**src/rtl/exdiv_pkg.sv**
```systemverilog
`default_nettype none
// ============================================================================
// Package     : exdiv_pkg
// Description : Shared types and constants for the divide-op sequencer.
// Revision    : 1.0 - initial release
// ============================================================================
package exdiv_pkg;

  // Sequencer states
  typedef enum logic [2:0] {
    IDLE  = 3'd0,
    DRAIN = 3'd1,
    ISSUE = 3'd2,
    WAIT  = 3'd3,
    RESP  = 3'd4
  } state_t;

  // Most negative dividend; with a divisor of -1 the quotient overflows
  localparam logic [7:0] DIV_MIN  = 8'h80;
  localparam logic [7:0] DIV_NEG1 = 8'hFF;
  // Quotient returned for a divide by zero (all ones)
  localparam logic [7:0] DBZ_QUOT = 8'hFF;

  // 8-bit two's complement negation
  function automatic logic [7:0] neg8(input logic [7:0] v);
    return 8'd0 - v;
  endfunction

endpackage
`default_nettype wire

```
**src/rtl/div_op_sequencer.sv**
```systemverilog
`default_nettype none
// ============================================================================
// Module      : div_op_sequencer
// Description : Front-end for an 8-bit signed restoring divider. Accepts one
//               request at a time, answers divide-by-zero and -128/-1
//               directly, otherwise runs the divider, sign-corrects the
//               remainder and returns a tagged response. A watchdog turns a
//               missing div_done into a timeout response.
// Revision    : 1.0 - initial release
// ============================================================================
module div_op_sequencer
  import exdiv_pkg::*;
#(
  parameter int TAG_W       = 4,
  parameter int TIMEOUT_CYC = 64
) (
  input  logic             clk,
  input  logic             rst,
  // request port
  input  logic             req_valid,
  output logic             req_ready,
  input  logic [7:0]       req_a,
  input  logic [7:0]       req_b,
  input  logic [TAG_W-1:0] req_tag,
  // divider port
  output logic             div_start,
  output logic [7:0]       div_a,
  output logic [7:0]       div_b,
  input  logic             div_busy,
  input  logic             div_done,
  input  logic [7:0]       div_quotient,
  input  logic [7:0]       div_remainder,
  // response port
  output logic             rsp_valid,
  input  logic             rsp_ready,
  output logic [7:0]       rsp_quotient,
  output logic [7:0]       rsp_remainder,
  output logic [TAG_W-1:0] rsp_tag,
  output logic             rsp_dbz,
  output logic             rsp_ovf,
  output logic             rsp_tmo
);

  localparam int WDOG_W = $clog2(TIMEOUT_CYC) + 1;
  localparam logic [WDOG_W-1:0] WDOG_LAST = WDOG_W'(TIMEOUT_CYC - 1);

  state_t             state_q, state_d;
  logic [7:0]         a_q, a_d;
  logic [7:0]         b_q, b_d;
  logic [TAG_W-1:0]   tag_q, tag_d;
  logic [7:0]         q_q, q_d;
  logic [7:0]         r_q, r_d;
  logic               dbz_q, dbz_d;
  logic               ovf_q, ovf_d;
  logic               tmo_q, tmo_d;
  logic [WDOG_W-1:0]  wdog_q, wdog_d;

  logic               w_accept;
  logic               w_operands_live;

  assign w_accept        = req_valid && req_ready;
  // Divider samples the operands in its first cycle, so keep them driven
  // from the start pulse until the result comes back.
  assign w_operands_live = (state_q == ISSUE) || (state_q == WAIT);

  assign req_ready     = (state_q == IDLE);
  assign div_start     = (state_q == ISSUE);
  assign div_a         = w_operands_live ? a_q : 8'd0;
  assign div_b         = w_operands_live ? b_q : 8'd0;
  assign rsp_valid     = (state_q == RESP);
  assign rsp_quotient  = q_q;
  assign rsp_remainder = r_q;
  assign rsp_tag       = tag_q;
  assign rsp_dbz       = dbz_q;
  assign rsp_ovf       = ovf_q;
  assign rsp_tmo       = tmo_q;

  // Next-state, operand capture, result capture and watchdog
  always_comb begin
    state_d = state_q;
    a_d     = a_q;
    b_d     = b_q;
    tag_d   = tag_q;
    q_d     = q_q;
    r_d     = r_q;
    dbz_d   = dbz_q;
    ovf_d   = ovf_q;
    tmo_d   = tmo_q;
    wdog_d  = wdog_q;

    case (state_q)
      IDLE: begin
        if (w_accept) begin
          a_d   = req_a;
          b_d   = req_b;
          tag_d = req_tag;
          dbz_d = 1'b0;
          ovf_d = 1'b0;
          tmo_d = 1'b0;
          if (req_b == 8'd0) begin
            q_d     = DBZ_QUOT;
            r_d     = req_a;
            dbz_d   = 1'b1;
            state_d = RESP;
          end else if ((req_a == DIV_MIN) && (req_b == DIV_NEG1)) begin
            q_d     = DIV_MIN;
            r_d     = 8'd0;
            ovf_d   = 1'b1;
            state_d = RESP;
          end else if (div_busy) begin
            // Divider has no reset and may still be finishing old work
            state_d = DRAIN;
          end else begin
            state_d = ISSUE;
          end
        end
      end

      DRAIN: begin
        if (!div_busy) begin
          state_d = ISSUE;
        end
      end

      ISSUE: begin
        wdog_d  = '0;
        state_d = WAIT;
      end

      WAIT: begin
        if (div_done) begin
          q_d     = div_quotient;
          // Divider returns a magnitude; remainder follows the dividend sign
          r_d     = a_q[7] ? neg8(div_remainder) : div_remainder;
          state_d = RESP;
        end else if (wdog_q == WDOG_LAST) begin
          q_d     = 8'd0;
          r_d     = 8'd0;
          tmo_d   = 1'b1;
          state_d = RESP;
        end else begin
          wdog_d = wdog_q + WDOG_W'(1);
        end
      end

      RESP: begin
        if (rsp_ready) begin
          state_d = IDLE;
        end
      end

      default: begin
        state_d = IDLE;
      end
    endcase
  end

  // State and datapath registers, synchronous reset
  always_ff @(posedge clk) begin
    if (rst) begin
      state_q <= IDLE;
      a_q     <= 8'd0;
      b_q     <= 8'd0;
      tag_q   <= '0;
      q_q     <= 8'd0;
      r_q     <= 8'd0;
      dbz_q   <= 1'b0;
      ovf_q   <= 1'b0;
      tmo_q   <= 1'b0;
      wdog_q  <= '0;
    end else begin
      state_q <= state_d;
      a_q     <= a_d;
      b_q     <= b_d;
      tag_q   <= tag_d;
      q_q     <= q_d;
      r_q     <= r_d;
      dbz_q   <= dbz_d;
      ovf_q   <= ovf_d;
      tmo_q   <= tmo_d;
      wdog_q  <= wdog_d;
    end
  end

endmodule
`default_nettype wire
```
**config.mk**
```make
export PLATFORM = sky130hd
export DESIGN_NAME = div_op_sequencer
export DESIGN_NICKNAME = d
export VERILOG_FILES = /design/src/rtl/exdiv_pkg.sv /design/src/rtl/div_op_sequencer.sv
export SDC_FILE = /design/constraint.sdc
export NUM_CORES = 1
export LEC_CHECK = 0
export BUFFER_PORTS_ARGS = -buffer_cell sky130_fd_sc_hd__buf_2
export CORE_MARGIN = 8
export CORE_UTILIZATION = 50
export DETAILED_ROUTE_END_ITERATION = 12
export GPL_TIMING_DRIVEN = 1
export HOLD_SLACK_MARGIN = 0.06
export PLACE_DENSITY = 0.8
export SYNTH_ARGS = -nofsm -noshare
export SYNTH_HDL_FRONTEND = slang
export SYNTH_SLANG_ARGS = --single-unit
```
**constraint.sdc**
```tcl
create_clock -name clk -period 2.4 [get_ports clk]
set_clock_uncertainty 0.15 [all_clocks]
set_input_delay 0.12 -clock clk [delete_from_list [all_inputs] [get_ports clk]]
set_output_delay 0.12 -clock clk [all_outputs]
set_load 0.1 [all_outputs]
```
==> metrics.cfg <==
[routing]
wl_um=7520
antenna_left=0
wl_per_cell_um=15.7
dr.pass1.iters=4
drt-initial-drc-count=125
via_per_inst=5.39
drcViolationCount=0
dr_total_vias=2582

[yosys]
syn_area_um2=2450
synth-edff-count=0
syn_nets=344
synth_seq_cells=49
synthTopCellsByArea=dfxtp_1, a21oi_1, nand2_1
synth_top_area_share_pct=40.1
synthCells=300
synth-async-reset-ratio_pct=0
yosys.cell_types.count=44
synth_seq_area_share_pct=40.1
synth_top_flop_cell=dfxtp_1
synth_area_per_cell_um2=8.16
yosys_warnings=0
synth_top_area_cell=dfxtp_1

[pwr]
p_per_area_nw_per_um2=1280
swShare_pct=56.2
pwr-share-seq_pct=25.3
power_frac_clock_pct=10.7
intPower_mw=2.03
total_leakage_power_nw=1.50
ir_drop_mv=1.14
p_switching_mw=2.61
power_mw=4.64
pwr-share-comb_pct=64.0

[placed_design]
hpwlAfterDp_um=5130
place.gp.congestion=0.884
place_ws_ns=0.0428
numPortBuffers=83

[timing]
slew_violations=0
max_freq_mhz=429
fin_crit_ns=2.33
fin_ws_ns=0.0706
slew_headroom_pct=38.0
setup_violations=0
finalHoldViolCount=0
tightest_slew_ns=0.924
rsz0062_at_grt=no
fin_crit_sh_pct=97.1
setup-tns-final_ns=0

[grt]
track_usage_pct=19.9
grt_max_degree=30
antenna_found_initial=0
grt_first_pass_wirelength_um=11900
grt_pass1_vias=2608
overflow=0

[layout]
fill_cells=310
drive_gt1_share_pct=30.6
fin_nets=456
num_antenna_cells=0
synthToLayoutAreaGrowth_pct=48.3

[floorplan]
core_area_um2=4720
start_util_pct=51.8
die_x_um=86.0
rows=25
num_io_pins=84
die_y_um=86.0
die-area_um2=7390

[clock_tree]
cts_num_sinks=49
cts_resized=0
htree_levels=2
clockRootBuffer=clkbuf_8
path_clk_slew_ns=0.08
cts_buffers=5
clk_latency_ns=0.30
cts_tree=built
cts_buffer_depth=2

[worst_setup_path]
cp.required_ns=2.47
setup.worst_path.start=req_a[4]
worstReg2RegStart=wdog_q[0]
worstSetupStartpointType=input port
critical_path_arrival_ns=2.40
end_kind=register
reg2regPathDepth=6
r2r-end=wdog_q[5]
reg2reg_slack_ns=0.31
crit_path_max_fanout=15
critPathKind=in2reg
endpoint=rsp_quotient[7]

[outcome]
status=finished clean

[job]
drv_cap=0

[min_path]
hold_path.class=in2reg

## layout by cell type (no fill, tap or decap), drive strengths merged, types with 5 or more instances in the layout
master,count
buf,95
nand2,49
dfxtp,49
a21oi,37
nor2,32
dlygate4sd3,31
and2,19
a211oi,17
o21ai,8
clkbuf,8
a22oi,7
nor3,7
inv,5
xor2,5
xnor2,5
## stage by stage
step                      cells  hold WS, ns  utilization (%)  area (um^2)
after detailed placement    439        0.220             67.8         3200
final                       479       0.0700             76.8         3630
after floorplan             300        0.106                -         2460
after global routing        479       0.0847             76.8         3630
after global placement      439        0.215             67.8         3200
after CTS                   477       0.0643             76.2         3600
## synthesized netlist by cell type, types with 2 or more instances
master    count
nor2b_1       2
inv_1         5
a21oi_1      37
a21boi_0      3
buf_2         2
buf_6         2
xnor2_1       5
nand2b_1      3
a211oi_1      4
xor2_1        5
o21ai_0       7
ha_1          2
and2_1       19
clkbuf_1     17
nand3_1       2
or4_1         3
or3_1         2
nor2_1       32
nand2_1      49
a22oi_1       7
nand4_1       4
nor3_1        6
a211oi_2     13
dfxtp_1      49
## power groups by stage
stage	clock (mW)	combinational (mW)	sequential [mW]
floorplan	0	1.40	2.08
global placement	0	2.82	1.18
detailed placement	0	2.87	1.18
CTS	0.496	2.91	1.17
global route	0.523	3.13	1.20
finish	0.495	2.97	1.17
## worst max-delay path, cell delays in order
cell and delay (ns):
dlygate4sd3_1 0.54, buf_2 0.14, or4_4 0.50, nor4_4 0.39
o221a_4 0.31, buf_12 0.15, nor2_1 0.04, a211oi_1 0.20
## kinds of logic after synthesis
logic type / synth area share (%)
XOR/XNOR: 3.58
buffers and inverters: 5.01
adder cells (fa/ha/maj): 1.02
flip-flops: 40.1
AND/OR/NAND/NOR: 26.3
AO/OA/AOI/OAI: 24.0
## flip-flops by register name, indices dropped and copies added, names as in the netlist, 3 cells and up
| signal | count |
|---|---|
| a_q | 8 |
| b_q | 8 |
| rsp_quotient | 8 |
| rsp_remainder | 8 |
| rsp_tag | 4 |
| state_q | 3 |
| wdog_q | 7 |
## worst min-delay path by stage
stage                 end  startpoint  slack (ns)  depth (start not counted)
2_1_floorplan      a_q[0]    req_a[0]        0.11                          2
3_3_place_gp   rsp_tag[3]  req_tag[3]        0.21                          3
3_5_place_dp   rsp_tag[1]  req_tag[1]        0.22                          3
4_1_cts         wdog_q[1]    div_done        0.06                          4
5_1_grt         wdog_q[1]    div_done        0.08                          4
6_report        wdog_q[1]    div_done        0.07                          4
## what timing repair did
action | in CTS | in global routing
endpoints found under the setup margin | 0 | 12
endpoints found under the hold margin | 32 | 0
setup buffers | 0 | 1
hold buffers | 31 | 0
## final cells by class
cell class                 instances  area (um^2)  share of cell area, %
multi-input combinational        224         1370                   37.6
sequential                        49          981                   27.0
clock buffer                       7         86.3                   2.38
timing repair buffer             127         1090                   30.1
tap                               67         83.8                   2.31
inverter                           5         18.8                  0.517
## layer usage
layer,routed length [um],GRT usage (%),vias up
met5,0,0,-
met1,2930,20.8,1214
met2,3930,35.8,87
met4,182,8.76,0
li1,-,-,1262
met3,478,6.02,19
Power figures use the tool's default switching activity.
